$ cat src/rtl/gpu_useq_pkg.sv
`default_nettype none
// ============================================================================
// Module      : gpu_useq_pkg
// Description : Shared definitions for the GPU microsequencer. This package
//               holds the microinstruction width, the opcode and operand
//               field ranges, the opcode values, the sequencer state encoding,
//               and a helper function that packs a microinstruction.
// Revision    : 1.0 - initial release
// ============================================================================
package gpu_useq_pkg;

  // Microinstruction layout: [15:8] opcode, [7:0] operand (branch target)
  localparam int GPU_UOP_SZ = 16;
  localparam int OP_MSB     = 15;
  localparam int OP_LSB     = 8;
  localparam int ARG_MSB    = 7;
  localparam int ARG_LSB    = 0;

  localparam logic [7:0] OP_GNOP      = 8'h00;
  localparam logic [7:0] OP_GJZ       = 8'h01;
  localparam logic [7:0] OP_GJNZ      = 8'h02;
  localparam logic [7:0] OP_GGOTO     = 8'h03;
  localparam logic [7:0] OP_GRVMEM    = 8'h04;
  localparam logic [7:0] OP_GWFBUFFER = 8'h05;

  typedef enum logic [1:0] {
    ST_IDLE      = 2'd0,
    ST_RUN       = 2'd1,
    ST_VMEM_WAIT = 2'd2,
    ST_FB_WAIT   = 2'd3
  } state_e;

  function automatic logic [GPU_UOP_SZ-1:0] mk_uop(input logic [7:0] op,
                                                   input logic [7:0] arg);
    return {op, arg};
  endfunction

endpackage
`default_nettype wire

$ cat src/rtl/gpu_useq_ucode_rom.sv
`default_nettype none
// ============================================================================
// Module      : gpu_ucode_rom
// Description : Combinational microcode ROM for the GPU microsequencer.
//               Ports:
//                 iAddr - microprogram address (8 bits)
//                 oUop  - microinstruction at iAddr, valid in the same cycle
// Revision    : 1.0 - initial release
// ============================================================================
module gpu_ucode_rom
  import gpu_useq_pkg::*;
(
  input  logic [7:0]            iAddr,
  output logic [GPU_UOP_SZ-1:0] oUop
);

  // Sparse program; every address not listed is a gnop. Address 3 holds an
  // undefined opcode, which the sequencer executes as a gnop.
  always_comb begin
    oUop = mk_uop(OP_GNOP, 8'd0);
    case (iAddr)
      8'd3:    oUop = mk_uop(8'hAA, 8'h00);
      8'd6:    oUop = mk_uop(OP_GRVMEM, 8'd0);
      8'd15:   oUop = mk_uop(OP_GWFBUFFER, 8'd0);
      8'd20:   oUop = mk_uop(OP_GJZ, 8'd40);
      8'd40:   oUop = mk_uop(OP_GGOTO, 8'd60);
      8'd62:   oUop = mk_uop(OP_GJNZ, 8'd5);
      default: oUop = mk_uop(OP_GNOP, 8'd0);
    endcase
  end

endmodule
`default_nettype wire

$ cat src/rtl/gpu_useq.sv
`default_nettype none
// ============================================================================
// Module      : gpu_useq
// Description : GPU microsequencer. Steps a microprogram held in
//               gpu_ucode_rom, one uop per cycle, and stalls on VRAM reads
//               and framebuffer writes.
//               Ports:
//                 iClock, iReset - clock, asynchronous active-high reset
//                 iEnable        - run microcode when 1
//                 iZero          - datapath zero flag used by gjz/gjnz
//                 iVmemAck       - VRAM grant/data-valid
//                 iFbReady       - framebuffer can accept a write
//                 oUop, oPc      - current microinstruction and its address
//                 oExec          - oUop retires this cycle
//                 oVmemReq       - VRAM read request (level)
//                 oFbWrite       - framebuffer write strobe
//                 oBusy          - sequencer not idle
// Revision    : 1.0 - initial release
// ============================================================================
module gpu_useq
  import gpu_useq_pkg::*;
(
  input  logic                  iClock,
  input  logic                  iReset,
  input  logic                  iEnable,
  input  logic                  iZero,
  input  logic                  iVmemAck,
  input  logic                  iFbReady,
  output logic [GPU_UOP_SZ-1:0] oUop,
  output logic [7:0]            oPc,
  output logic                  oExec,
  output logic                  oVmemReq,
  output logic                  oFbWrite,
  output logic                  oBusy
);

  state_e      state_q, state_d;
  logic [7:0]  pc_q, pc_d;
  // Set when iEnable drops while a memory op is outstanding, so the op
  // completes and the sequencer still lands in IDLE even if iEnable rises again.
  logic        drain_q, drain_d;

  logic [7:0]  w_opcode;
  logic [7:0]  w_target;
  logic [7:0]  w_pc_inc;
  logic        w_exec;
  logic        w_vmem_req;
  logic        w_fb_write;

  gpu_ucode_rom u_rom (
    .iAddr (pc_q),
    .oUop  (oUop)
  );

  assign w_opcode = oUop[OP_MSB:OP_LSB];
  assign w_target = oUop[ARG_MSB:ARG_LSB];
  assign w_pc_inc = pc_q + 8'd1;  // wraps 255 -> 0

  always_comb begin
    state_d    = state_q;
    pc_d       = pc_q;
    drain_d    = drain_q;
    w_exec     = 1'b0;
    w_vmem_req = 1'b0;
    w_fb_write = 1'b0;

    case (state_q)
      ST_IDLE: begin
        pc_d    = 8'd0;
        drain_d = 1'b0;
        if (iEnable) state_d = ST_RUN;
      end

      ST_RUN: begin
        if (!iEnable) begin
          // Current uop is abandoned before it issues anything.
          state_d = ST_IDLE;
          pc_d    = 8'd0;
        end else begin
          case (w_opcode)
            OP_GJZ: begin
              w_exec = 1'b1;
              pc_d   = iZero ? w_target : w_pc_inc;
            end
            OP_GJNZ: begin
              w_exec = 1'b1;
              pc_d   = iZero ? w_pc_inc : w_target;
            end
            OP_GGOTO: begin
              w_exec = 1'b1;
              pc_d   = w_target;
            end
            OP_GRVMEM: begin
              w_vmem_req = 1'b1;
              if (iVmemAck) begin
                w_exec = 1'b1;
                pc_d   = w_pc_inc;
              end else begin
                state_d = ST_VMEM_WAIT;
              end
            end
            OP_GWFBUFFER: begin
              if (iFbReady) begin
                w_fb_write = 1'b1;
                w_exec     = 1'b1;
                pc_d       = w_pc_inc;
              end else begin
                state_d = ST_FB_WAIT;
              end
            end
            default: begin
              w_exec = 1'b1;
              pc_d   = w_pc_inc;
            end
          endcase
        end
      end

      ST_VMEM_WAIT, ST_FB_WAIT: begin
        if (!iEnable) drain_d = 1'b1;
        w_vmem_req = (state_q == ST_VMEM_WAIT);
        if ((state_q == ST_VMEM_WAIT) ? iVmemAck : iFbReady) begin
          w_exec     = 1'b1;
          w_fb_write = (state_q == ST_FB_WAIT);
          if (drain_q || !iEnable) begin
            state_d = ST_IDLE;
            pc_d    = 8'd0;
            drain_d = 1'b0;
          end else begin
            state_d = ST_RUN;
            pc_d    = w_pc_inc;
          end
        end
      end

      default: begin
        state_d = ST_IDLE;
        pc_d    = 8'd0;
        drain_d = 1'b0;
      end
    endcase
  end

  always_ff @(posedge iClock or posedge iReset) begin
    if (iReset) begin
      state_q <= ST_IDLE;
      pc_q    <= 8'd0;
      drain_q <= 1'b0;
    end else begin
      state_q <= state_d;
      pc_q    <= pc_d;
      drain_q <= drain_d;
    end
  end

  assign oPc      = pc_q;
  assign oExec    = w_exec;
  assign oVmemReq = w_vmem_req;
  assign oFbWrite = w_fb_write;
  assign oBusy    = (state_q != ST_IDLE);

endmodule
`default_nettype wire

$ cat config.mk
export PLATFORM = sky130hd
export DESIGN_NAME = gpu_useq
export DESIGN_NICKNAME = d
export VERILOG_FILES = /design/src/rtl/gpu_useq_pkg.sv /design/src/rtl/gpu_useq_ucode_rom.sv /design/src/rtl/gpu_useq.sv
export SDC_FILE = /design/constraint.sdc
export NUM_CORES = 1
export LEC_CHECK = 0
export ABC_AREA = 1
export ABC_CLOCK_PERIOD_IN_PS = 2200
export CAP_MARGIN = 20
export CORE_ASPECT_RATIO = 1.4
export CORE_MARGIN = 3
export CORE_UTILIZATION = 60
export CTS_CLUSTER_DIAMETER = 80
export DETAILED_ROUTE_END_ITERATION = 12
export DONT_BUFFER_PORTS = 1
export GPL_ROUTABILITY_DRIVEN = 0
export MAX_ROUTING_LAYER = met4
export PLACE_DENSITY = 0.76
export RECOVER_POWER = 25
export SLEW_MARGIN = 10
export SYNTH_ARGS = -nofsm -noshare
export SYNTH_HDL_FRONTEND = slang
export SYNTH_SLANG_ARGS = --single-unit
$ cat constraint.sdc
create_clock -name iClock -period 2.2 [get_ports iClock]
set_input_delay 0.44 -clock iClock [delete_from_list [all_inputs] [get_ports iClock]]
set_output_delay 0.44 -clock iClock [all_outputs]
set_load 0.02 [all_outputs]
==> impl_results.md, run 1 <==
- Status: complete, no violations
- Max-slew headroom: 57.0%
- Clock tree sinks: 11
- Leading cell types in the layout, fill and taps excluded: nand2_1, inv_1, nor2_1
- Reg2Reg Depth: 12
- Hold crit path type: in2async
- Worst clock skew: 0.00971 ns
- Residual DRC: 0
- Leak Pwr: 0.752 nW
- Core area: 1870 sq um
- Comb power frac: 42.0%
- Synth area leaders: dfrtp_1, nand2_1, inv_1
- WS Path Type: reg2out
- Die height: 60.0 microns
- Cell count after synthesis: 196
- Seq cells post-synth: 11
- Final Max Slew Viols: 0
- Storage element area: 277 sq um
- Critical path fanouts, max: 4
- FMAX: 476 MHz
- Worst slew pin tran: 0.639 ns
- Main synth FF type: dfrtp_1
- Post-synth cell types: 32
- Clock Power Share: 20.3%
- GRT Util Overall: 24.5%
- Cell taking the most area after synthesis: dfrtp_1
- Crit path DAT: 1.66 ns
- Startpoint Class: flip-flop
- Internal reg-to-reg setup slack: 0.42 ns
- Area of the multi-input gates: 818 sq um
- Final hold violations: 0
- DR vias: 1271
- Final Critical Period: 2.10 ns
- DR iter-0 viols: 57
- HPWL Detailed: 2500 microns
- Clock transition at path regs: 0.07 ns
- CTS tree: done
- Share of the synthesized area in the top cell type: 22.0%
- Antenna violations before repair: 0
- Endpoint class of the critical path: primary output
- Switching portion of total power: 41.6%
- Clk buf depth: 2
- Syn Area/Cell: 6.38 sq um
- Final setup fails: 0
- Layout cells sized above 1: 25.7%
- Tcrit/Tclk final: 95.4%
- Placed inst area: 1340 sq um
- WL/cell: 12.7 microns
- Post-Syn Area: 1250 sq um
- # IOs: 34
- CTS root buf: clkbuf_4
- Die ar.: 2670 sq um
- Setup slack after layout: 0.101 ns
- P_sw: 0.265 mW
- Layout area overhead: 10.8%
- PD cells: 461 nW/um^2
- FILL cells: 159
- Input/output buffers: 0
- WP data required: 1.76 ns
- Dpl ws: 0.285 ns
- Die Width: 44.6 microns
- Peak supply drop: 0.411 mV
- Post-route ant nets: 0
- Commonest non-fill, non-tap cell in the layout: nand2_1
- Vias in the first global route: 1163
- Post-Route WL: 2930 microns
- Initial Util: 66.9%
- Internal: 0.373 mW
- Max_cap viols: 0
- Site row count: 18
- Post-synth EDFFs: 0
- Vias per cell: 5.53
- Maximum number of pins on one net before global-route repair: 12
- Total CTS buffers: 3
- First-pass GRT wire length: 4820 microns
- Antenna cell count: 0
- Seq/Total Area, Yosys: 22.0%
- Register share of total power: 37.7%
- H-Tree Level Count: 1
- Asr flop ratio synth: 100%
- Total iterations of the first detailed-routing run: 5
- Final instance area: 1390 sq um
- YS warnings: 0
- Clock Latency Late Sink: 0.26 ns
- GRT overflow: 0
- CTS Hold Bufs: 0
- Fin nets: 220
-- logic make-up after synthesis --
family / Yosys count / synth area share, %
AO/OA/AOI/OAI: 18 / 8.91
adder cells (fa/ha/maj): 3 / 3.00
flip-flops: 11 / 22.0
buffers and inverters: 39 / 14.5
other: 1 / 0.300
XOR/XNOR: 3 / 2.10
AND/OR/NAND/NOR: 121 / 49.1
-- power groups by stage --
stage	Clock (mW)	Combinational, mW	Sequential, mW
floorplan	0	0.204	0.249
global placement	0	0.252	0.241
detailed placement	0	0.257	0.243
CTS	0.134	0.258	0.238
global route	0.142	0.295	0.245
finish	0.129	0.268	0.240
-- flip-flops by register name (all words and copies together) (netlist names) --
name,cells
oPc,8
state_q,2
drain_q,1
-- worst max-delay path, stage by stage, from the launching register on --
cell,delay (ns)
dfrtp_1,0.41
nor2_4,0.22
nand4_2,0.21
nor2_2,0.19
a21oi_1,0.06
nor3_1,0.14
buf_4,0.17
-- cell type report --
class | count | share of cell area, %
clock buffers | 4 | 1.90
flip-flops and latches | 11 | 20.0
multi-input cells | 150 | 59.1
repair buffers | 14 | 8.49
well taps | 20 | 1.81
inverters | 31 | 8.76
-- per-stage QoR --
stage          power, mW    TNS, ns  hold slack (ns)  utilization [%]  instances
2_1_floorplan      0.453          0            0.292                -        200
3_3_place_gp       0.494          0            0.331             71.6        224
3_5_place_dp       0.499          0            0.336             71.6        224
4_1_cts            0.631          0           0.0484             73.0        228
5_1_grt            0.682  -0.000386           0.0501             74.1        230
6_report           0.638          0           0.0375             74.1        230
-- Yosys cell counts (2+ instances only) --
cell type  number
nand3_4         3
buf_4           8
dfrtp_1        11
o211ai_1        2
nand3_1        11
nand2_2         8
xor2_1          2
inv_2           6
nor2_2          4
inv_1          23
nor3_1          2
nor2_4          3
nand3_2         2
a21oi_1         6
o21ai_0         5
nor2_1         16
ha_1            3
nand2_1        66
nand4_1         2
-- worst paths after layout --
kind | endpoint | startpoint
worst min register to register | drain_q$_DFFE_PP0P_ | drain_q$_DFFE_PP0P_
worst max-delay path | oFbWrite | oPc[7]$_DFFE_PP0P_
worst min-delay path | oPc[4]$_DFFE_PP0P_ | iReset
min in group iClock | drain_q$_DFFE_PP0P_ | iEnable
worst max register to register | oPc[3]$_DFFE_PP0P_ | oPc[0]$_DFFE_PP0P_
max in group asynchronous | oPc[2]$_DFFE_PP0P_ | iReset
-- timing repair --
action / in CTS / in global routing
resized for setup: 1 / 5
cloned: 0 / 0
endpoints found under the setup margin: 1 / 7
pin swaps: 0 / 1
buffers inserted: 0 / 2
-- routing by layer --
layer / GRT usage (%) / share of wire, % / vias to the layer above
met5: - / 0 / -
met4: 7.33 / 1.5 / 0
met3: 3.61 / 5.7 / 7
met2: 43.5 / 53 / 45
met1: 27.6 / 40 / 586
li1: - / - / 633
No activity file was read; power rests on OpenSTA's default activity.
==> run 2, diff against run 1 <==
--- a/config.mk
+++ b/config.mk
@@ -5,7 +5,6 @@
 export SDC_FILE = /design/constraint.sdc
 export NUM_CORES = 1
 export LEC_CHECK = 0
-export ABC_AREA = 1
 export ABC_CLOCK_PERIOD_IN_PS = 2200
 export CAP_MARGIN = 20
 export CORE_ASPECT_RATIO = 1.4
==> run 2 against run 1 <==
Against the previous run: sequential share of layout area increased by 0.62 points; flip-flop and latch count unchanged; hold slack improved by 0.0073 ns; critical path depth decreased by 1.
==> impl_results.md, run 2 <==
- Status: complete, no violations
- Antenna cell count: 0 (unchanged)
- Antenna violations before repair: 0 (unchanged)
- Final setup fails: 0 (unchanged)
- Reg-to-Reg End: oPc[5]$_DFFE_PP0P_
- Total CTS buffers: 3 (unchanged)
- Startpoint Class: flip-flop
- H-Tree Level Count: 1 (unchanged)
- WP data required: 1.76 ns (about the same)
- Final Max Slew Viols: 0 (unchanged)
- Max-slew headroom: 63.8% (+6.9 points)
- CTS tree: done
- DR vias: 1284 (+1.0%)
- Critical Path Start: oPc[2]$_DFFE_PP0P_
- Maximum number of pins on one net before global-route repair: 13 (+1)
- Max reg flops: 8 (unchanged)
- Die Width: 44.1 microns (-1.0%)
- Post-synth EDFFs: 0 (unchanged)
- Dpl cells: 183 (-18%)
- WL/cell: 17.8 microns (+40%)
- Vias in the first global route: 1186 (+2.0%)
- Total iterations of the first detailed-routing run: 4 (-1)
- Endpoint class of the critical path: primary output
- Die ar.: 2620 sq um (-2.1%)
- Synth area leaders: dfrtp_1, buf_4, nand2_1
- Vias per cell: 6.72 (+22%)
- PD cells: 339 nW/um^2 (-26%)
- Die height: 59.4 microns (-1.1%)
- GRT overflow: 0 (unchanged)
- Site row count: 18 (unchanged)
- Share of the synthesized area in the top cell type: 22.6% (+0.54 points)
- WS Path Type: reg2out
- Syn Area/Cell: 7.72 sq um (+21%)
- Post-Syn Area: 1220 sq um (-2.4%)
- CTS Hold Bufs: 0 (unchanged)
- Setup slack after layout: 0.0491 ns (-0.0519 ns)
- DR iter-0 viols: 68 (+19%)
- Seq cells post-synth: 11 (unchanged)
- Crit path DAT: 1.71 ns (+0.05 ns)
- CTS root buf: clkbuf_4
- Final Critical Period: 2.15 ns (+0.0519 ns)
- Leading cell types in the layout, fill and taps excluded: buf_4, nand2_1, inv_1
- YS warnings: 0 (unchanged)
- Clk buf depth: 2 (unchanged)
- Worst setup path endpoint: oUop[5]
- Seq/Total Area, Yosys: 22.6% (+0.54 points)
- Asr flop ratio synth: 100% (unchanged)
- Power Total: 0.464 mW (-27%)
- Reg2Reg Depth: 7 (-5)
- # IOs: 34 (unchanged)
- Core area: 1850 sq um (-1.2%)
- Cell taking the most area after synthesis: dfrtp_1
- Residual DRC: 0 (unchanged)
- Leak Pwr: 0.644 nW (-14%)
- Peak supply drop: 0.502 mV (+22%)
- Clock tree sinks: 11 (unchanged)
- First-pass GRT wire length: 5200 microns (+7.9%)
- Fin nets: 181 (-18%)
- Most instantiated library cell after synthesis: nand2_1
- Dpl ws: 0.174 ns (-0.110 ns)
- HPWL Detailed: 2540 microns (+1.6%)
- Commonest non-fill, non-tap cell in the layout: buf_4
- Post-Route WL: 3410 microns (+16%)
- FMAX: 465 MHz (-2.4%)
- Clock Latency Late Sink: 0.27 ns (about the same)
- Input/output buffers: 0 (unchanged)
- Tcrit/Tclk final: 97.8% (+2.4 points)
- Critical path fanouts, max: 12 (+8)
- Worst slew pin tran: 0.538 ns (-0.100 ns)
- Initial Util: 66.1% (-0.81 points)
- GRT Util Overall: 26.8% (+2.3 points)
- Layout area overhead: 12.1%
- Post-synth top cells: nand2_1, inv_1, o21ai_0, dfrtp_1
- Post-synth cell types: 53 (+66%)
- Max_cap viols: 0 (unchanged)
- Internal reg-to-reg setup slack: 0.20 ns (-0.22 ns)
- Cell count after synthesis: 158 (-19%)
- Final cell count without fillers: 191 (-17%)
- Clock transition at path regs: 0.07 ns (about the same)
- Post-route ant nets: 0 (unchanged)
- Worst clock skew: 0.00229 ns (-0.00742 ns)
- Hold crit path type: in2async
- Main synth FF type: dfrtp_1
- Layout cells sized above 1: 28.7% (+2.9 points)
- Final hold violations: 0 (unchanged)
- Reg2reg start: oPc[2]$_DFFE_PP0P_
-- run 2: cell types whose count changed after synthesis, sizes merged, moves of 6 or more --
cell   before  now
and3        0    6
inv        29   13
nand2      74   18
nand3      16    8
o21ai       6   12
nor2       23   10
buf         8   17
-- run 2: layout make-up --
type | instances | area (sq um)
fill | 158 | 479
sequential | 11 | 282
multi-input combinational | 119 | 800
tap | 20 | 25.0
inverter | 13 | 51.3
clock buffer | 4 | 26.3
timing repair buffer | 24 | 184
-- run 2: cells by family after synthesis --
| kind of cell | Yosys count | share of synthesized area, % |
|---|---|---|
| AOI/OAI and AO/OA | 42 | 24.8 |
| and+or+nand+nor | 66 | 31.4 |
| DFF | 11 | 22.6 |
| buffers and inverters | 32 | 15.7 |
| xor gates and xnor gates | 3 | 2.15 |
| adders and majority gates | 3 | 3.08 |
| other | 1 | 0.307 |
-- run 2: through the flow --
step / utilization, % / hold slack [ns] / instance area (sq um) / setup TNS (ns)
2_1_floorplan: - / 0.292 / 1240 / 0
6_report: 74.1 / 0.0448 / 1370 / 0
4_1_cts: 71.5 / 0.0502 / 1320 / 0
5_1_grt: 74.1 / 0.0617 / 1370 / -0.0396
3_3_place_gp: 69.2 / 0.330 / 1280 / 0
3_5_place_dp: 69.2 / 0.341 / 1280 / 0
-- run 2: power breakdown --
group / internal, mW / total, mW / switching [mW]
clock network: 0.0702 / 0.140 / 0.0694
registers: 0.208 / 0.219 / 0.0112
logic: 0.0322 / 0.105 / 0.0733
-- run 2: worst max-delay path: stages, from the launching register on --
cell and delay [ns]:
dfrtp_2 0.51, nor4bb_2 0.21, buf_4 0.17, o211ai_1 0.31, inv_1 0.09, buf_6 0.16
-- run 2: how the worst min path moves through the flow --
stage / startpoint / endpoint / slack (ns) / cells after the start
after CTS: iReset / state_q[1]$_DFFE_PP0P_ / 0.05 / 1
after global routing: iReset / state_q[1]$_DFFE_PP0P_ / 0.06 / 1
after global placement: iReset / state_q[1]$_DFFE_PP0P_ / 0.33 / 1
after floorplan: iReset / drain_q$_DFFE_PP0P_ / 0.29 / 1
final: iReset / state_q[1]$_DFFE_PP0P_ / 0.04 / 1
after detailed placement: iReset / state_q[1]$_DFFE_PP0P_ / 0.34 / 1
-- run 2: layer usage --
layer	track usage, %	routed length [microns]	vias to the layer above
li1	-	-	585
met1	30.4	1220	613
met2	45.2	1790	74
met3	6.08	282	12
met4	9.48	110	0
met5	-	0	-
-- run 2: timing repair --
action                                  4_1_cts  5_1_grt
endpoints found under the setup margin        6       11
setup buffers                                 2        2
pin swaps                                     2        2
gates resized for setup                       2       12
==> run 3, diff against run 2 <==
--- a/config.mk
+++ b/config.mk
@@ -5,7 +5,7 @@
 export SDC_FILE = /design/constraint.sdc
 export NUM_CORES = 1
 export LEC_CHECK = 0
-export ABC_CLOCK_PERIOD_IN_PS = 2200
+export ABC_CLOCK_PERIOD_IN_PS = 2700
 export CAP_MARGIN = 20
 export CORE_ASPECT_RATIO = 1.4
 export CORE_MARGIN = 3
==> constraint.sdc (replaced) <==
create_clock -name iClock -period 2.7 [get_ports iClock]
set_input_delay 0.54 -clock iClock [delete_from_list [all_inputs] [get_ports iClock]]
set_output_delay 0.54 -clock iClock [all_outputs]
set_load 0.02 [all_outputs]
==> run 3 against run 2 <==
Against the previous run: first-iteration DRC count shrank 21%; register-to-register slack gained 0.24 ns; critical path depth fell by 1; flip-flop and latch count unchanged; combinational power fell by 27%; worst setup slack better by 0.14 ns; via count shrank 6.7%; die area unchanged; clock power shrank 26%; clock skew up 0.0046 ns; non-clock buffer count fell by 15; highest routed layer unchanged.
==> impl_results.md, run 3 (synthesis results as in run 2) <==
- CTS root buf: clkbuf_4
- DR vias: 1198 (-6.7%)
- Final hold violations: 0 (unchanged)
- Leading cell types in the layout, fill and taps excluded: nand2_1, inv_1, o21ai_0
- Tcrit/Tclk final: 93.0%
- PD cells: 295 nW/um^2 (-13%)
- Fin nets: 166 (-8.3%)
- Dpl ws: 0.329 ns (+0.155 ns)
- Total CTS buffers: 3 (unchanged)
- Maximum number of pins on one net before global-route repair: 14 (+1)
- GRT overflow: 0 (unchanged)
- Reg2reg start: oPc[4]$_DFFE_PP0P_
- Max_cap viols: 0 (unchanged)
- Residual DRC: 0 (unchanged)
- Clock tree sinks: 11 (unchanged)
- Core area: 1850 sq um (unchanged)
- WS Path Type: reg2out
- Final cell count without fillers: 176 (-7.9%)
- FMAX: 398 MHz
- RSZ-0062 raised after global routing: false
- Input/output buffers: 0 (unchanged)
- HPWL Detailed: 2390 microns (-5.8%)
- Post-route ant nets: 0 (unchanged)
- Post-Route WL: 3010 microns (-12%)
- Endpoint class of the critical path: primary output
- Internal reg-to-reg setup slack: 0.44 ns (+0.24 ns)
- Worst slew pin tran: 0.594 ns (+0.0557 ns)
- Final Critical Period: 2.51 ns
- Vias in the first global route: 1131 (-4.6%)
- Setup slack after layout: 0.188 ns (+0.139 ns)
- H-Tree Level Count: 1 (unchanged)
- Critical path fanouts, max: 6 (-6)
- Commonest non-fill, non-tap cell in the layout: nand2_1
- Vias per cell: 6.81 (+1.3%)
- Reg2Reg Depth: 6 (-1)
- CTS Hold Bufs: 0 (unchanged)
- Worst clock skew: 0.00690 ns (+0.00461 ns)
- Setup TNS: 0 ns (unchanged)
- Max-slew headroom: 60.4% (-3.4 points)
- Antenna violations before repair: 0 (unchanged)
- Peak supply drop: 0.287 mV (-43%)
- Initial Util: 66.1% (unchanged)
- Startpoint Class: flip-flop
- Layout cells sized above 1: 14.7% (-14 points)
- First-pass GRT wire length: 5150 microns (-1.1%)
- Die Width: 44.1 microns (unchanged)
- Total iterations of the first detailed-routing run: 5 (+1)
- Final Max Slew Viols: 0 (unchanged)
- Crit path DAT: 1.97 ns (+0.26 ns)
- Antenna cell count: 0 (unchanged)
- Clock Latency Late Sink: 0.26 ns (about the same)
- Clock transition at path regs: 0.06 ns (about the same)
- GRT Util Overall: 26.5% (-0.24 points)
- Layout area overhead: 0%
- Reg-to-Reg End: oPc[6]$_DFFE_PP0P_
- WP data required: 2.16 ns (+0.40 ns)
- # IOs: 34 (unchanged)
- Leak Pwr: 0.564 nW (-12%)
- Hold Slack: 0.152 ns (+0.107 ns)
- Dpl cells: 172 (-6.0%)
- Clk buf depth: 2 (unchanged)
- Die ar.: 2620 sq um (unchanged)
- DR iter-0 viols: 54 (-21%)
- CTS tree: done
- Site row count: 18 (unchanged)
- Final setup fails: 0 (unchanged)
- Die height: 59.4 microns (unchanged)
- Status: complete, no violations
- WL/cell: 17.1 microns (-4.1%)
- Hold crit path type: in2async
- Max reg flops: 8 (unchanged)
[run 3: changes by cell type in the layout (fill, tap and decap cells not counted), sizes merged]
cell	previous run	this run
buf	24	9
[run 3: where the power goes]
part	total, mW	leakage (nW)	switching [mW]	internal [mW]
combinational	0.0762	0.398	0.0531	0.0231
clock	0.104	0.0150	0.0475	0.0569
sequential	0.180	0.151	0.0102	0.169
total	0.360	0.564	0.111	0.249
[run 3: worst max path at each step]
stage | endpoint | start | depth (start not counted) | slack [ns]
after detailed placement | oUop[9] | oPc[0]$_DFFE_PP0P_ | 6 | 0.33
final | oFbWrite | oPc[1]$_DFFE_PP0P_ | 4 | 0.19
after floorplan | oUop[9] | oPc[4]$_DFFE_PP0P_ | 4 | 0.22
after global placement | oUop[9] | oPc[0]$_DFFE_PP0P_ | 6 | 0.40
after global routing | oExec | oPc[4]$_DFFE_PP0P_ | 4 | 0.05
after CTS | oUop[9] | oPc[0]$_DFFE_PP0P_ | 6 | 0.04
[run 3: cell type report]
class                           count  area, sq um
Sequential cell                    11          277
Timing Repair Buffer                9         67.6
Tap cell                           20         25.0
Clock buffer                        4         26.3
Fill cell                         174          627
Multi-Input combinational cell    119          773
Inverter                           13         51.3
[run 3: worst max-delay path: stages, from the launching register on]
cell and delay [ns]:
dfrtp_1 0.53, ha_1 0.37, and3_1 0.30, nand3_1 0.10, a21oi_1 0.42
[run 3: repair_timing]
| item | CTS | global route |
|---|---|---|
| endpoints found under the setup margin | 0 | 1 |
| buffers inserted | 0 | 0 |
| resized for setup | 0 | 2 |
[run 3: metrics by stage]
stage / cell area (sq um) / total power, mW / util (%)
CTS: 1220 / 0.366 / 66.0
global route: 1220 / 0.387 / 66.1
global placement: 1190 / 0.256 / 64.6
detailed placement: 1190 / 0.258 / 64.6
finish: 1220 / 0.360 / 66.1
floorplan: 1230 / 0.253 / -
[run 3: metal layers]
| metal | GRT usage (%) | wire [microns] |
|---|---|---|
| met1 | 30.3 | 1140 |
| met2 | 43.1 | 1490 |
| met3 | 6.69 | 260 |
| met4 | 11.6 | 120 |
| met5 | - | 0 |
